[config.mk]
export PLATFORM = sky130hd
export DESIGN_NAME = enc4_rr_arbiter_flat
export DESIGN_NICKNAME = d
export VERILOG_FILES = /design/src/rtl/enc4_arb_pkg.sv /design/src/rtl/enc4_rr_arbiter_if.sv /design/src/rtl/enc4_onehot_to_id.sv /design/src/rtl/enc4_rr_arbiter.sv /design/src/flat_wrapper.sv
export SDC_FILE = /design/constraint.sdc
export NUM_CORES = 1
export LEC_CHECK = 0
export ABC_AREA = 1
export BUFFER_PORTS_ARGS = -buffer_cell sky130_fd_sc_hd__buf_2
export CAP_MARGIN = 10
export CORE_MARGIN = 5
export CORE_UTILIZATION = 30
export DETAILED_ROUTE_END_ITERATION = 8
export PLACE_DENSITY = 0.46
export SLEW_MARGIN = 25
export SYNTH_ARGS = -nofsm -noshare
export SYNTH_HDL_FRONTEND = slang
export SYNTH_SLANG_ARGS = --single-unit
[constraint.sdc]
create_clock -name clk -period 1.7 [get_ports clk]
set_clock_uncertainty 0.15 [all_clocks]
set_input_delay 0 -clock clk [delete_from_list [all_inputs] [get_ports clk]]
set_output_delay 0 -clock clk [all_outputs]
set_load 0.05 [all_outputs]
[src/rtl/enc4_arb_pkg.sv]
// Shared types, sizes and the round-robin pick function for the
// 4-requester arbiter.
package enc4_arb_pkg;

  localparam int NUM_REQ = 4;
  localparam int ID_W    = 2;

  typedef enum logic {
    IDLE  = 1'b0,
    GRANT = 1'b1
  } arb_state_e;

  // Searches last+1, last+2, last+3, then last (mod 4). The loop runs from
  // the farthest offset down so the nearest requester is the one assigned
  // last and therefore wins. Returns last when nothing is requesting; the
  // caller only uses the result when req is non-zero.
  function automatic logic [ID_W-1:0] rr_pick(input logic [NUM_REQ-1:0] req,
                                              input logic [ID_W-1:0]    last);
    logic [ID_W-1:0] idx;
    rr_pick = last;
    for (int off = NUM_REQ; off >= 1; off--) begin
      idx = last + ID_W'(off);
      if (req[idx]) rr_pick = idx;
    end
  endfunction

endpackage

[src/rtl/enc4_rr_arbiter_if.sv]
// Request/grant bundle between the requesters (master) and the
// arbiter (slave).
interface enc4_rr_arbiter_if;

  logic [enc4_arb_pkg::NUM_REQ-1:0] req;
  logic [enc4_arb_pkg::NUM_REQ-1:0] gnt;
  logic [enc4_arb_pkg::ID_W-1:0]    gnt_id;
  logic                             gnt_valid;
  logic                             timeout;
  logic                             busy;

  modport master (
    output req,
    input  gnt, gnt_id, gnt_valid, timeout, busy
  );

  modport slave (
    input  req,
    output gnt, gnt_id, gnt_valid, timeout, busy
  );

endinterface

[src/rtl/enc4_onehot_to_id.sv]
// Combinational 4-to-2 encoder for a one-hot (or all-zero) grant vector.
// An all-zero input encodes to 0; gnt_valid tells that apart from index 0.
module enc4_onehot_to_id
  import enc4_arb_pkg::*;
(
  input  logic [NUM_REQ-1:0] onehot,
  output logic [ID_W-1:0]    id
);

  assign id[0] = onehot[1] | onehot[3];
  assign id[1] = onehot[2] | onehot[3];

endmodule

[src/rtl/enc4_rr_arbiter.sv]
// Round-robin arbiter for four requesters with a hold timeout.
// All outputs are registered; MAX_HOLD must be 1..255 with 2**CNT_W > MAX_HOLD.
module enc4_rr_arbiter
  import enc4_arb_pkg::*;
#(
  parameter int MAX_HOLD = 8,
  parameter int CNT_W    = 8
) (
  input logic               clk,
  input logic               rst_n,
  enc4_rr_arbiter_if.slave  bus
);

  arb_state_e          state_q, state_d;
  logic [CNT_W-1:0]    hold_cnt_q, hold_cnt_d;
  logic [ID_W-1:0]     last_q, last_d;
  logic [NUM_REQ-1:0]  gnt_q, gnt_d;
  logic [ID_W-1:0]     gnt_id_q, gnt_id_d;
  logic                gnt_valid_q, gnt_valid_d;
  logic                timeout_q, timeout_d;
  logic [ID_W-1:0]     pick;

  assign pick = rr_pick(bus.req, last_q);

  // gnt_id is encoded from the next grant and registered alongside it, so
  // the two outputs always change on the same edge.
  enc4_onehot_to_id u_enc (
    .onehot (gnt_d),
    .id     (gnt_id_d)
  );

  // NOTE: every signal written here gets a default first, so no path
  // through the case leaves a value unassigned and no latch is inferred.
  always_comb begin
    state_d     = state_q;
    hold_cnt_d  = hold_cnt_q;
    last_d      = last_q;
    gnt_d       = gnt_q;
    gnt_valid_d = gnt_valid_q;
    timeout_d   = 1'b0;

    unique case (state_q)
      IDLE: begin
        gnt_d       = '0;
        gnt_valid_d = 1'b0;
        hold_cnt_d  = '0;
        if (|bus.req) begin
          gnt_d[pick] = 1'b1;
          gnt_valid_d = 1'b1;
          last_d      = pick;
          hold_cnt_d  = CNT_W'(1);
          state_d     = GRANT;
        end
      end

      GRANT: begin
        // Other requesters never pre-empt; only release or timeout end a grant.
        if (!bus.req[gnt_id_q]) begin
          gnt_d       = '0;
          gnt_valid_d = 1'b0;
          hold_cnt_d  = '0;
          state_d     = IDLE;
        end else if (hold_cnt_q == CNT_W'(MAX_HOLD)) begin
          gnt_d       = '0;
          gnt_valid_d = 1'b0;
          hold_cnt_d  = '0;
          timeout_d   = 1'b1;
          state_d     = IDLE;
        end else begin
          hold_cnt_d = hold_cnt_q + CNT_W'(1);
        end
      end

      default: begin
        state_d     = IDLE;
        gnt_d       = '0;
        gnt_valid_d = 1'b0;
        hold_cnt_d  = '0;
      end
    endcase
  end

  // last resets to 3 so requester 0 is searched first after reset.
  // NOTE: state registers use non-blocking assignments so every flop
  // samples the values from before this edge, independent of statement order.
  always_ff @(posedge clk or negedge rst_n) begin
    if (!rst_n) begin
      state_q     <= IDLE;
      hold_cnt_q  <= '0;
      last_q      <= ID_W'(NUM_REQ - 1);
      gnt_q       <= '0;
      gnt_id_q    <= '0;
      gnt_valid_q <= 1'b0;
      timeout_q   <= 1'b0;
    end else begin
      state_q     <= state_d;
      hold_cnt_q  <= hold_cnt_d;
      last_q      <= last_d;
      gnt_q       <= gnt_d;
      gnt_id_q    <= gnt_id_d;
      gnt_valid_q <= gnt_valid_d;
      timeout_q   <= timeout_d;
    end
  end

  assign bus.gnt       = gnt_q;
  assign bus.gnt_id    = gnt_id_q;
  assign bus.gnt_valid = gnt_valid_q;
  assign bus.timeout   = timeout_q;
  assign bus.busy      = (state_q == GRANT);

endmodule

[src/flat_wrapper.sv]
// flat-port wrapper written by rule: the top's interface ports become plain ports
module enc4_rr_arbiter_flat import enc4_arb_pkg::*;
#(
  parameter int MAX_HOLD = 8,
  parameter int CNT_W    = 8
)
  (clk, rst_n, bus_req, bus_gnt, bus_gnt_id, bus_gnt_valid, bus_timeout, bus_busy);
  enc4_rr_arbiter_if bus_i ();
  input logic clk;
  input logic rst_n;
  input wire logic [$bits(bus_i.req)-1:0] bus_req;
  output wire logic [$bits(bus_i.gnt)-1:0] bus_gnt;
  output wire logic [$bits(bus_i.gnt_id)-1:0] bus_gnt_id;
  output wire logic [$bits(bus_i.gnt_valid)-1:0] bus_gnt_valid;
  output wire logic [$bits(bus_i.timeout)-1:0] bus_timeout;
  output wire logic [$bits(bus_i.busy)-1:0] bus_busy;
  assign bus_i.req = bus_req;
  assign bus_gnt = bus_i.gnt;
  assign bus_gnt_id = bus_i.gnt_id;
  assign bus_gnt_valid = bus_i.gnt_valid;
  assign bus_timeout = bus_i.timeout;
  assign bus_busy = bus_i.busy;
  enc4_rr_arbiter #(.MAX_HOLD(MAX_HOLD), .CNT_W(CNT_W)) u_core (.clk(clk), .rst_n(rst_n), .bus(bus_i));
endmodule
---- Yosys cells after proc, flatten, opt, wreduce, memory -nomap -nowiden ----
Cells that the tools add are included.
Widths: inputs -> output; s select.
storage, ports and cells
  flip-flop bits (word level) ............. 19
  input port bits ......................... 6
  memory bits (writable) .................. 0
  memory bits (read-only) ................. 0
  word-level logic and storage cells ...... 57
  output and inout port bits .............. 9
  memories ................................ 0
  bits in latches ......................... 0
operators by class
  bitwise operators ....................... 3
  add/subtract/negate cells ............... 4
  reductions and logical operators ........ 3
  muxes and demuxes ....................... 31
  magnitude comparators ................... 6
  div/mod/pow operators ................... 0
  equal/unequal tests ..................... 2
  $mul .................................... 0
  shifts and indexed selects .............. 0
operator list
  cell                 number
  $mux 8               2
  $pmux 8 s2           1
  $lt 2x3->1 const B   5
  $mux 1               14
  $mux 4               3
  $add 8x1->8 const B  1
  $bmux 1 s2           4
  $eq 8x4->1 const B   1
  $pmux 4 s2           1
  $mux 2               3
  $add 2x2->2 const B  2
  $pmux 1 s2           2
  $reduce_or 4->1      1
  $ne 3x3->1 const B   1
  $add 2x1->2 const B  1
  $demux 1 s2          1
  $ge 2x1->1 const B   1
  $or 1x1->1           2
  $reduce_and 2->1     1
  $logic_and 1x1->1    1
  $not 1->1            1

---- Logic depth before layout (Yosys ltp) ----
Gate-level depths: netlist of the first run.
  depth in word-level cells ............... 13
  mapped depth ............................ 14

---- Hierarchy ----
Synthesis of the first run repeated with hierarchy kept, for this count alone.
second synthesis, totals
  cells, all modules ...................... 138
  area total of the unflattened synthesis .. 1089.8 µm²
by module, submodules not included
  module             instances  area each (µm²)  cells an instance  seq. area each (µm²)
  enc4_rr_arbiter    1          1071.0           133                478.0
  enc4_onehot_to_id  1          18.8             5                  0.0

---- Worst setup path after synthesis of the first run ----
No wires, ideal clock.
  path type ............................... register -> register
  start point ............................. register u_core.gnt_id_q[0], in the netlist u_core.bus.gnt_id[0]
  end point ............................... register u_core.gnt_id_q[0], in the netlist u_core.bus.gnt_id[0]
  path buffers ............................ 1
  path slack .............................. -0.077 ns
  arrival time ............................ 1.505 ns
  data required time ...................... 1.428 ns
  cell stages (with the launch flop) ...... 9
  period minus slack after synthesis ...... 1.777 ns
  cell sequence ........................... dfrtp_1 > inv_1 > a21oi_1 > a32oi_1 > nand3_1 > buf_2 > nor2_1 > nor2_1 > nand2_1
between the ends
  longest elaborated chain between the ends .. 5
RTL lines
  element                       RTL line                 RTL
  from (decl)                   enc4_rr_arbiter.sv:18    logic [ID_W-1:0] gnt_id_q, gnt_id_d;
  from (signal assigned)        enc4_rr_arbiter.sv:100   gnt_id_q <= gnt_id_d;
  $bmux 1 s2                    enc4_rr_arbiter.sv:58    if (!bus.req[gnt_id_q]) begin
  $mux 1 (implied by the code)  enc4_rr_arbiter.sv:58
  $mux 4                        enc4_rr_arbiter.sv:58
  $pmux 4 s2                    enc4_rr_arbiter.sv:42    unique case (state_q)
  $or 1x1->1                    enc4_onehot_to_id.sv:10  assign id[0] = onehot[1] | onehot[3];
  net u_core.gnt_id_d[0]        enc4_rr_arbiter.sv:18
The timed path passes the listed nets, and every way through them passes these cells. The select of a mux whose other input is x is not followed.
A chain may end at the register's enable or synchronous reset.

---- Final worst setup path of the first run ----
  start point ............................. register u_core.last_q[0]
  end point ............................... register u_core.gnt_id_q[0], in the netlist u_core.bus.gnt_id[0]
between the ends
  longest elaborated chain between the ends .. 13
RTL lines
  element                                                                RTL line                 RTL
  from (decl)                                                            enc4_rr_arbiter.sv:16    logic [ID_W-1:0] last_q, last_d;
  from (signal assigned)                                                 enc4_rr_arbiter.sv:90    last_q <= ID_W'(NUM_REQ - 1);
  from (signal assigned)                                                 enc4_rr_arbiter.sv:98    last_q <= last_d;
  $add 2x2->2                                                            enc4_arb_pkg.sv:22       idx = last + ID_W'(off);
  $bmux 1 s2                                                             enc4_arb_pkg.sv:23       if (req[idx]) rr_pick = idx;
  $mux 1 (implied by the code)                                           enc4_arb_pkg.sv:23
  $mux 2 (2 in series)                                                   enc4_arb_pkg.sv:23
  $mux 2 (*)                                                             enc4_arb_pkg.sv:23
  $lt 2x3->1 (implied by the code) / $ge 2x1->1 (equally long branches)  enc4_rr_arbiter.sv:48    gnt_d[pick] = 1'b1;
  $logic_and 1x1->1 (implied by the code)                                enc4_rr_arbiter.sv:48
  $mux 1 (implied by the code)                                           enc4_rr_arbiter.sv:48
  $demux 1 s2 (*)                                                        n/a
  $mux 4 (*)                                                             enc4_rr_arbiter.sv:47    if (|bus.req) begin
  $pmux 4 s2 (*)                                                         enc4_rr_arbiter.sv:42
  $or 1x1->1 (*)                                                         enc4_onehot_to_id.sv:10
  net u_core.gnt_id_d[0]                                                 enc4_rr_arbiter.sv:18
The timed path passes the listed nets; every way through them passes the cells marked *. The select of a mux whose other input is x is not followed.

==> impl_metrics.json, run 1 <==
{
  "hold_viol_final": 0,
  "start_util_pct": 31.44,
  "busiest_layer": "met2",
  "cp-startpoint": "u_core.last_q[0]",
  "setup_violations": 5,
  "ys_seq_area_share_pct": 45.21,
  "antenna_found_initial": 0,
  "first_iter_violations": 53,
  "die_y_um": 69.37,
  "pwr-share-seq_pct": 29.4,
  "status": "finished, violations left",
  "synth_area_leader_cell": "dfrtp_1",
  "yosysMostFrequentCell": "nand2_1",
  "root_buffer": "clkbuf_4",
  "vias": 917,
  "dpl_cell_area_um2": 1222,
  "holdWs_ns": 0.01460,
  "design_area_um2": 1349,
  "crit_slowest_cell": "dfstp_2",
  "slowest_delay_ns": 0.69,
  "finalMaxSlewViolations": 0,
  "synthDistinctLibCells": 26,
  "cts_tree": "yes",
  "die_area_um2": 4812,
  "clockBufferDepth": 2,
  "clk_pin_slew_worst_paths_ns": 0.11,
  "grt_use_met2_pct": 14.41,
  "fin_crit_ns": 1.794,
  "cts_sinks": 19,
  "place_hpwl_mm": 1.722,
  "use_met1_pct": 14.30,
  "p_leak_nw": 0.7069,
  "tightestPinTransition_ns": 0.5605,
  "routed_wl_mm": 2.247,
  "io_buffers": 14,
  "ant_nets": 0,
  "fin_util_pct": 40.10,
  "grt_pass1_vias": 917,
  "grt_max_degree": 20,
  "core-area_um2": 3363,
  "synth_area_leaders": "dfrtp_1 40%, nand2_1 15%, inv_1 8.2%, dfstp_2 5.0%, nor2_1 4.3%",
  "drt-vias-per-instance": 4.346,
  "netlist_area_um2": 1057,
  "fill_cells": 358,
  "cp_common_cell": "nand2_2",
  "drive_above_1_share_pct": 37.58,
  "r2r_setup_slack_ns": -0.09,
  "cp.arrival_ns": 1.88,
  "p_switching_mw": 1.255,
  "rows": 21,
  "power_frac_comb_pct": 61.4,
  "overflow": 0,
  "p_clk_share_pct": 9.2,
  "cts_made_buffers": 3,
  "first_pass_iters": 4,
  "violations": "negative setup slack",
  "h-tree-depth": 1,
  "fin_ws_ns": -0.09416,
  "area_growth_pct": 27.57,
  "p_sw_share_pct": 50.70,
  "r2r-start": "u_core.last_q[0]",
  "criticalPathCategory": "flip-flop to flip-flop",
  "rsz0062_at_grt": "yes",
  "power_density_nw_per_um2": 1836,
  "crit_required_ns": 1.79,
  "peakVddDrop_mv": 0.7835,
  "fmax_mhz": 557.4,
  "grt_usage_pct": 10.30,
  "use_met3_pct": 4.203,
  "synth_edf_count": 0,
  "synth.ff_latch_count": 19,
  "intPower_mw": 1.221,
  "insertedDiodeCount": 0,
  "critPathLaunchType": "flip-flop",
  "route.detailed.drc": 0,
  "netlist_top_cells_count": "41 x nand2_1, 23 x inv_1, 17 x dfrtp_1",
  "cp-end-kind": "flip-flop",
  "synth-main-ff-cell": "dfrtp_1",
  "final_nets": 174,
  "crit_path_cell_trace": "nand2_2 -> nand2_2 -> nand2_2 -> nand2_1 -> nand3_2 -> a21oi_4 -> inv_2 -> nor2_2 -> nor2_2 -> nand2_1",
  "place_congestion": 0.8410,
  "hp-class": "input port to asynchronous set/reset pin",
  "yosys.area.top_type_share_pct": 40.24,
  "grt_pass1_wl_mm": 4.084,
  "maxCapViolations": 0,
  "critical_path.max_fanout": 8,
  "ios": 15,
  "syn-num-nets": 147,
  "synthCells": 139,
  "clk_latency_ns": 0.29,
  "finalCritPeriodShare_pct": 105.5,
  "wl_per_cell_um": 10.65,
  "max-slew-margin-rel_pct": 62.49,
  "dieWidth_um": 69.37,
  "yosysWarnings": 0,
  "rr_worst_depth": 10,
  "postSynthAreaPerCell_um2": 7.606,
  "async_flop_share_pct": 100.0
}
[path summary, 6_finish.rpt]
kind                                             end
worst min-delay path              u_core.bus.timeout
worst min register to register  u_core.hold_cnt_q[0]
max in group asynchronous           u_core.last_q[0]
worst max-delay path            u_core.bus.gnt_id[0]
worst max register to register  u_core.bus.gnt_id[0]
min in group clk                   u_core.bus.gnt[0]
[routing by layer]
metal | wire length (µm) | part of all wire (%)
met3 | 149 | 6.6
met4 | 18 | 0.80
met2 | 910 | 40
met1 | 1168 | 52
met5 | 0 | 0
[power by group through the flow]
stage | sequential [mW] | clock, mW | combinational [mW]
2_1_floorplan | 0.902 | 0 | 0.819
3_3_place_gp | 0.727 | 0 | 1.33
4_1_cts | 0.728 | 0.241 | 1.42
6_report | 0.728 | 0.227 | 1.52
5_1_grt | 0.746 | 0.264 | 1.71
3_5_place_dp | 0.728 | 0 | 1.33
[placed cells by master, fill, tap and decap left out, drive strengths merged, types with 2 or more instances in the layout]
cell,count
dfrtp,17
nand3,7
buf,23
clkbuf,4
o21ai,5
nand4,4
a21oi,3
inv,25
nand2,45
nor3b,2
ha,2
dfstp,2
nor3,5
nor2,14
[sequential cells by signal, summed over array words and instances (netlist names)]
signal and cells:
u_core.bus.gnt_id 2, u_core.bus.busy 1, u_core.bus.timeout 1, u_core.last_q 2
u_core.hold_cnt_q 8, u_core.bus.gnt_valid 1, u_core.bus.gnt 4
[worst max-delay path: cells and delay by family (launching register included)]
family	cells	cell delay, ns
buf+inv	1	0.06
simple gates	8	0.62
flops	1	0.69
compound gates	1	0.22
[metrics by stage]
| stage | cells | setup slack (ns) | TNS (ns) | power, mW |
|---|---|---|---|---|
| 6_report | 211 | -0.09416 | -0.3510 | 2.476 |
| 5_1_grt | 211 | -0.2095 | -1.169 | 2.718 |
| 4_1_cts | 210 | -0.09481 | -0.3205 | 2.393 |
| 3_5_place_dp | 204 | -0.1157 | -0.3937 | 2.056 |
| 3_3_place_gp | 204 | -0.07843 | -0.2573 | 2.057 |
| 2_1_floorplan | 139 | 0.03754 | 0 | 1.721 |
[cell type report]
| class | count | area (µm²) | area share (%) |
|---|---|---|---|
| Timing Repair Buffer | 24 | 147.6 | 10.95 |
| Clock buffer | 4 | 26.28 | 1.948 |
| Sequential cell | 19 | 479.2 | 35.53 |
| Inverter | 25 | 101.3 | 7.514 |
| Multi-Input combinational cell | 93 | 536.8 | 39.80 |
| Tap cell | 46 | 57.56 | 4.267 |
[kinds of logic after synthesis]
| logic type | count (synthesis) | synth area share [%] |
|---|---|---|
| compound gates | 11 | 6.983 |
| fa+ha+maj | 2 | 2.366 |
| flops | 19 | 45.21 |
| xor+xnor | 1 | 0.8286 |
| simple gates | 79 | 33.49 |
| buf+inv | 27 | 11.12 |
[what timing repair did]
| action | 4_1_cts | 5_1_grt |
|---|---|---|
| endpoints found under the hold margin | 19 | 0 |
| setup buffers | 1 | 1 |
| endpoints found under the setup margin | 5 | 13 |
| hold buffers | 1 | 0 |
| pin swaps | 9 | 9 |
| gates resized for setup | 12 | 11 |
(Power assumes the default switching activity.)
==> run 2, diff against run 1 <==
--- a/config.mk
+++ b/config.mk
@@ -11,7 +11,7 @@
 export CORE_MARGIN = 5
 export CORE_UTILIZATION = 30
 export DETAILED_ROUTE_END_ITERATION = 8
-export PLACE_DENSITY = 0.46
+export PLACE_DENSITY = 0.44
 export SLEW_MARGIN = 25
 export SYNTH_ARGS = -nofsm -noshare
 export SYNTH_HDL_FRONTEND = slang
==> constraint.sdc (replaced) <==
create_clock -name clk -period 1.95 [get_ports clk]
set_clock_uncertainty 0.15 [all_clocks]
set_input_delay 0 -clock clk [delete_from_list [all_inputs] [get_ports clk]]
set_output_delay 0 -clock clk [all_outputs]
set_load 0.05 [all_outputs]
==> run 2 against run 1 <==
Net effect: the run now ends clean; clock power is 13% lower; sequential power is 12% lower; sequential share of layout area is 0.99 points higher; non-clock buffer count is 4 lower; cell count is 1.9% lower; critical path depth is 3 higher; worst setup slack better by 0.21 ns; final area is 3.0% lower; register-to-register slack better by 0.21 ns; critical path type unchanged.
==> impl_metrics.json, run 2 (synthesis gave the netlist of run 1 again) <==
{
  "fin_cells": 207,
  "dpl_cell_area_um2": 1199,
  "dp_cells": 201,
  "tns_ns": 0,
  "routed_wl_mm": 2.321,
  "power_density_nw_per_um2": 1609,
  "drive_above_1_share_pct": 32.92,
  "hold_viol_final": 0,
  "cts_made_buffers": 3,
  "grt_usage_pct": 10.05,
  "fmax_mhz": 544.0,
  "critPathLaunchType": "flip-flop",
  "first_iter_violations": 38,
  "peakVddDrop_mv": 0.7074,
  "status": "finished, final reports clean",
  "grt_pass1_vias": 892,
  "final_nets": 170,
  "clk_latency_ns": 0.30,
  "hp-class": "input port to asynchronous set/reset pin",
  "cts_tree": "yes",
  "drt-vias-per-instance": 4.454,
  "endpoint": "u_core.bus.gnt_id[1]",
  "setup_violations": 0,
  "core-area_um2": 3363,
  "finalCritPeriodShare_pct": 94.27,
  "rows": 21,
  "first_pass_iters": 4,
  "wl_per_cell_um": 11.21,
  "seq_area_um2": 478.0,
  "multiInputGateArea_um2": 526.8,
  "critical_path.max_fanout": 8,
  "detailedPlace.worstSlack_ns": 0.1325,
  "fin_util_pct": 38.91,
  "place_congestion": 0.8197,
  "fin_crit_ns": 1.838,
  "largest_register": "u_core.hold_cnt_q",
  "cp-startpoint": "u_core.last_q[0]",
  "grt_pass1_wl_mm": 4.029,
  "worstReg2RegEnd": "u_core.bus.gnt_id[1]",
  "r2r-start": "u_core.last_q[0]",
  "cts_sinks": 19,
  "ant_nets": 0,
  "final_cell_mix": "30 x nand2_1, 22 x inv_1, 17 x dfrtp_1, 15 x nand2_2, 14 x buf_2",
  "io_buffers": 14,
  "die_area_um2": 4812,
  "place_hpwl_mm": 1.769,
  "layout_commonest_cell": "nand2_1",
  "grt_max_degree": 20,
  "maxCapViolations": 0,
  "root_buffer": "clkbuf_4",
  "fill_cells": 387,
  "area_growth_pct": 23.79,
  "overflow": 0,
  "p_leak_nw": 0.6925,
  "ios": 15,
  "fin_ws_ns": 0.1118,
  "max-slew-margin-rel_pct": 70.79,
  "cp-end-kind": "flip-flop",
  "finalMaxSlewViolations": 0,
  "start_util_pct": 31.44,
  "clockBufferDepth": 2,
  "route.detailed.drc": 0,
  "clk_pin_slew_worst_paths_ns": 0.11,
  "holdWs_ns": 0.01558,
  "r2r_setup_slack_ns": 0.11,
  "antenna_found_initial": 0,
  "power_mw": 2.106,
  "die_y_um": 69.37,
  "crit_required_ns": 2.00,
  "cp.arrival_ns": 1.89,
  "dieWidth_um": 69.37,
  "vias": 922,
  "tightestPinTransition_ns": 0.4381,
  "design_area_um2": 1309,
  "h-tree-depth": 1,
  "largest_reg_flops": 8,
  "rr_worst_depth": 13,
  "insertedDiodeCount": 0,
  "criticalPathCategory": "flip-flop to flip-flop"
}
-- run 2: cell types whose count changed in the layout (fill, tap and decap cells not counted), moves of 2 or more --
cell,before,now
buf_4,9,5
nand2_1,28,30
nand2_2,17,15
nand3_2,6,4
-- run 2: timing repair --
action / 4_1_cts / 5_1_grt
resized for setup: 0 / 19
hold buffers: 1 / 0
endpoints found under the setup margin: 0 / 7
buffers inserted: 0 / 1
endpoints found under the hold margin: 19 / 0
-- run 2: final cells by class --
class                      instances  area share, %
clock buffer                       3          1.721
inverter                          25          7.744
tap                               46          4.398
sequential                        19          36.52
timing repair buffer              20          8.987
clock inverter                     1         0.3824
multi-input combinational         93          40.25
-- run 2: critical path, stage by stage, from the launching register on --
cell     delay, ns
dfstp_2       0.69
inv_8         0.07
nand2_2       0.07
nand2_2       0.06
nand2_2       0.09
nand2_1       0.07
nand2_2       0.08
nand2_1       0.06
nand2_2       0.09
nand2_1       0.07
nand3_1       0.07
nand2_1       0.07
inv_1         0.06
nand2_1       0.04
-- run 2: where the power goes --
group | switching (mW) | internal, mW
clock network | 0.122 | 0.0763
logic | 0.855 | 0.414
registers | 0.120 | 0.519
total | 1.10 | 1.01
-- run 2: worst min path at each step --
stage / slack [ns] / to / cells past startpoint
global route: 0.04 / u_core.bus.gnt[3] / 2
detailed placement: -0.18 / u_core.hold_cnt_q[7] / 1
global placement: -0.18 / u_core.hold_cnt_q[7] / 1
finish: 0.02 / u_core.hold_cnt_q[7] / 2
floorplan: -0.45 / u_core.bus.busy / 0
CTS: 0.02 / u_core.hold_cnt_q[7] / 2
-- run 2: per-layer routing --
metal	vias up	global-route usage (%)	part of all wire, %
met5	-	0	0
met2	15	14.72	41
met1	428	14.37	54
li1	477	-	-
met4	0	1.952	0.60
met3	2	3.333	4.4
==> run 3, diff against run 2 <==
--- a/config.mk
+++ b/config.mk
@@ -5,13 +5,13 @@
 export SDC_FILE = /design/constraint.sdc
 export NUM_CORES = 1
 export LEC_CHECK = 0
-export ABC_AREA = 1
+export ABC_AREA = 0
 export BUFFER_PORTS_ARGS = -buffer_cell sky130_fd_sc_hd__buf_2
 export CAP_MARGIN = 10
 export CORE_MARGIN = 5
 export CORE_UTILIZATION = 30
 export DETAILED_ROUTE_END_ITERATION = 8
-export PLACE_DENSITY = 0.44
+export PLACE_DENSITY = 0.45
 export SLEW_MARGIN = 25
 export SYNTH_ARGS = -nofsm -noshare
 export SYNTH_HDL_FRONTEND = slang
==> run 3 against run 2 <==
Net effect: wire length is 21% lower; critical path type unchanged; sequential share of layout area is 7.0 points higher; register-to-register slack improved by 0.23 ns; count of clock-buffer cells in the layout grew 1; final area down 16%; utilization decreased by 2.7 points; critical endpoint is now u_core.bus.gnt[0]; combinational power down 33%; die area fell by 9.9%; worst setup slack better by 0.23 ns; synthesized area shrank 11%; sequential cell count is the same; total power down 19%.
==> impl_metrics.json, run 3 <==
{
  "overflow": 0,
  "tightestPinTransition_ns": 0.4322,
  "holdWs_ns": 0.006247,
  "seq_area_um2": 478.0,
  "rsz0062_at_grt": "no",
  "hold_buffers": 1,
  "io_buffers": 14,
  "fin_crit_ns": 1.604,
  "insertedDiodeCount": 0,
  "dpl_cell_area_um2": 1061,
  "grt_max_degree": 20,
  "grt_pass1_vias": 713,
  "crit_slowest_cell": "dfrtp_1",
  "die_area_um2": 4337,
  "synthCells": 87,
  "fill_cells": 328,
  "drt-vias-per-instance": 4.480,
  "yosys.area.top_type_share_pct": 45.45,
  "async_flop_share_pct": 100.0,
  "detailedPlace.worstSlack_ns": 0.3553,
  "route.detailed.drc": 0,
  "cts_sinks": 19,
  "ys_seq_area_share_pct": 51.07,
  "post_cts_buffers": 0,
  "routed_wl_mm": 1.832,
  "first_pass_iters": 2,
  "largest_reg_flops": 8,
  "hold_viol_final": 0,
  "final_cell_mix": "17 x dfrtp_1, 14 x buf_2, 11 x nor2_1, 6 x nand3_1, 5 x xor2_1",
  "drive_above_1_share_pct": 24.53,
  "hp-class": "input port to asynchronous set/reset pin",
  "critPathLaunchType": "flip-flop",
  "yosysWarnings": 0,
  "muxShareOfSynthArea_pct": 2.139,
  "peakVddDrop_mv": 0.4236,
  "ios": 15,
  "fmax_mhz": 623.4,
  "synth_area_leader_cell": "dfrtp_1",
  "largest_register": "u_core.hold_cnt_q",
  "synth_xor_area_share_pct": 5.615,
  "critical_path.max_fanout": 4,
  "setup_violations": 0,
  "netlist_area_um2": 935.9,
  "antenna_found_initial": 0,
  "wl_per_cell_um": 12.21,
  "synth_fa_ha_area_share_pct": 2.674,
  "clk_pin_slew_worst_paths_ns": 0.10,
  "synth.ff_latch_count": 19,
  "multiInputGateArea_um2": 442.9,
  "cp.arrival_ns": 1.64,
  "finalMaxSlewViolations": 0,
  "maxCapViolations": 0,
  "fin_ws_ns": 0.3460,
  "p_leak_nw": 0.5083,
  "ant_nets": 0,
  "cts_tree": "yes",
  "core-area_um2": 3028,
  "first_iter_violations": 25,
  "synth-main-ff-cell": "dfrtp_1",
  "synth_area_leaders": "dfrtp_1 45%, dfstp_2 5.6%, xor2_1 4.7%, nor2_1 4.4%, nand3_1 3.2%",
  "finalCritPeriodShare_pct": 82.26,
  "cp-end-kind": "flip-flop",
  "postSynthAreaPerCell_um2": 10.76,
  "netlist_top_cells_count": "17 x dfrtp_1, 11 x nor2_1, 6 x nand3_1",
  "syn-num-nets": 95,
  "rr_worst_depth": 4,
  "slowest_delay_ns": 0.43,
  "power_density_nw_per_um2": 1558,
  "synth_top_family_by_area": "simple AND/OR/NAND/NOR gates",
  "status": "finished, final reports clean",
  "vias": 672,
  "grt_pass1_wl_mm": 3.325,
  "crit_path_cell_trace": "nor4_2 -> nand4b_2 -> and2_4 -> a32o_1",
  "max-slew-margin-rel_pct": 71.19,
  "place_hpwl_mm": 1.441,
  "clockBufferDepth": 2,
  "grt_usage_pct": 10.03,
  "final_nets": 115,
  "die_y_um": 65.86,
  "criticalPathCategory": "flip-flop to flip-flop",
  "cts_made_buffers": 3,
  "synth_simple_gate_area_share_pct": 19.65,
  "layout_commonest_cell": "dfrtp_1",
  "rows": 20,
  "synth_edf_count": 0,
  "tns_ns": 0,
  "synth_compound_area_share_pct": 17.25,
  "synthDistinctLibCells": 33,
  "clk_latency_ns": 0.29,
  "design_area_um2": 1097,
  "h-tree-depth": 1,
  "place_congestion": 0.7339,
  "crit_required_ns": 1.98,
  "dieWidth_um": 65.86,
  "yosysMostFrequentCell": "dfrtp_1",
  "root_buffer": "clkbuf_4",
  "cts_resized": 0,
  "start_util_pct": 30.91,
  "area_growth_pct": 17.25
}
[run 3: cell types whose count changed after synthesis, sizes merged, moves of 3 or more]
| cell | delta |
|---|---|
| nand4 | -4 |
| inv | -21 |
| xor2 | +4 |
| nor2 | -3 |
| a21o | +3 |
| nand2 | -41 |
| nor3 | -4 |
[run 3: path summary, 6_finish.rpt]
kind | from | endpoint | slack [ns]
hold reg to reg | u_core.bus.gnt_valid | u_core.bus.gnt_valid | 0.35
min in group clk | bus_req[1] | u_core.bus.busy | 0.07
max in group asynchronous | rst_n | u_core.last_q[1] | 1.32
setup / recovery | u_core.hold_cnt_q[5] | u_core.bus.gnt[0] | 0.35
hold / removal | rst_n | u_core.hold_cnt_q[4] | 0.006
setup reg to reg | u_core.hold_cnt_q[5] | u_core.bus.gnt[0] | 0.35
[run 3: worst max-delay path, delay by kind of cell (launching register included)]
kind               cells  cell delay [ns]
and+or+nand+nor        3             0.71
AOI/OAI and AO/OA      1             0.20
DFF                    1             0.43
[run 3: power breakdown]
group | internal, mW | switching (mW)
registers | 0.537 | 0.134
clock network | 0.0794 | 0.114
logic | 0.261 | 0.585
[run 3: layer usage]
layer	GRT usage, %	routed length, µm
met1	12.90	920
met2	15.77	813
met3	2.381	80
met4	4.663	19
met5	0	0
[run 3: area by class of cell]
type,count,share of cell area [%]
multi-input combinational,64,40.36
sequential,19,43.56
tap,44,5.017
timing repair buffer,15,7.298
inverter,4,1.368
clock buffer,4,2.395
[run 3: cells by family after synthesis]
| family | after synthesis |
|---|---|
| AO/OA/AOI/OAI | 21 |
| XOR/XNOR | 6 |
| adder cells (fa/ha/maj) | 2 |
| buffers and inverters | 4 |
| flip-flops | 19 |
| multiplexers | 2 |
| AND/OR/NAND/NOR | 33 |
[run 3: per-stage QoR]
stage	power, mW	cells	utilization (%)
global route	1.854	150	36.24
finish	1.710	150	36.24
detailed placement	1.540	145	35.04
floorplan	1.316	87	-
CTS	1.740	150	36.24
global placement	1.534	145	35.04
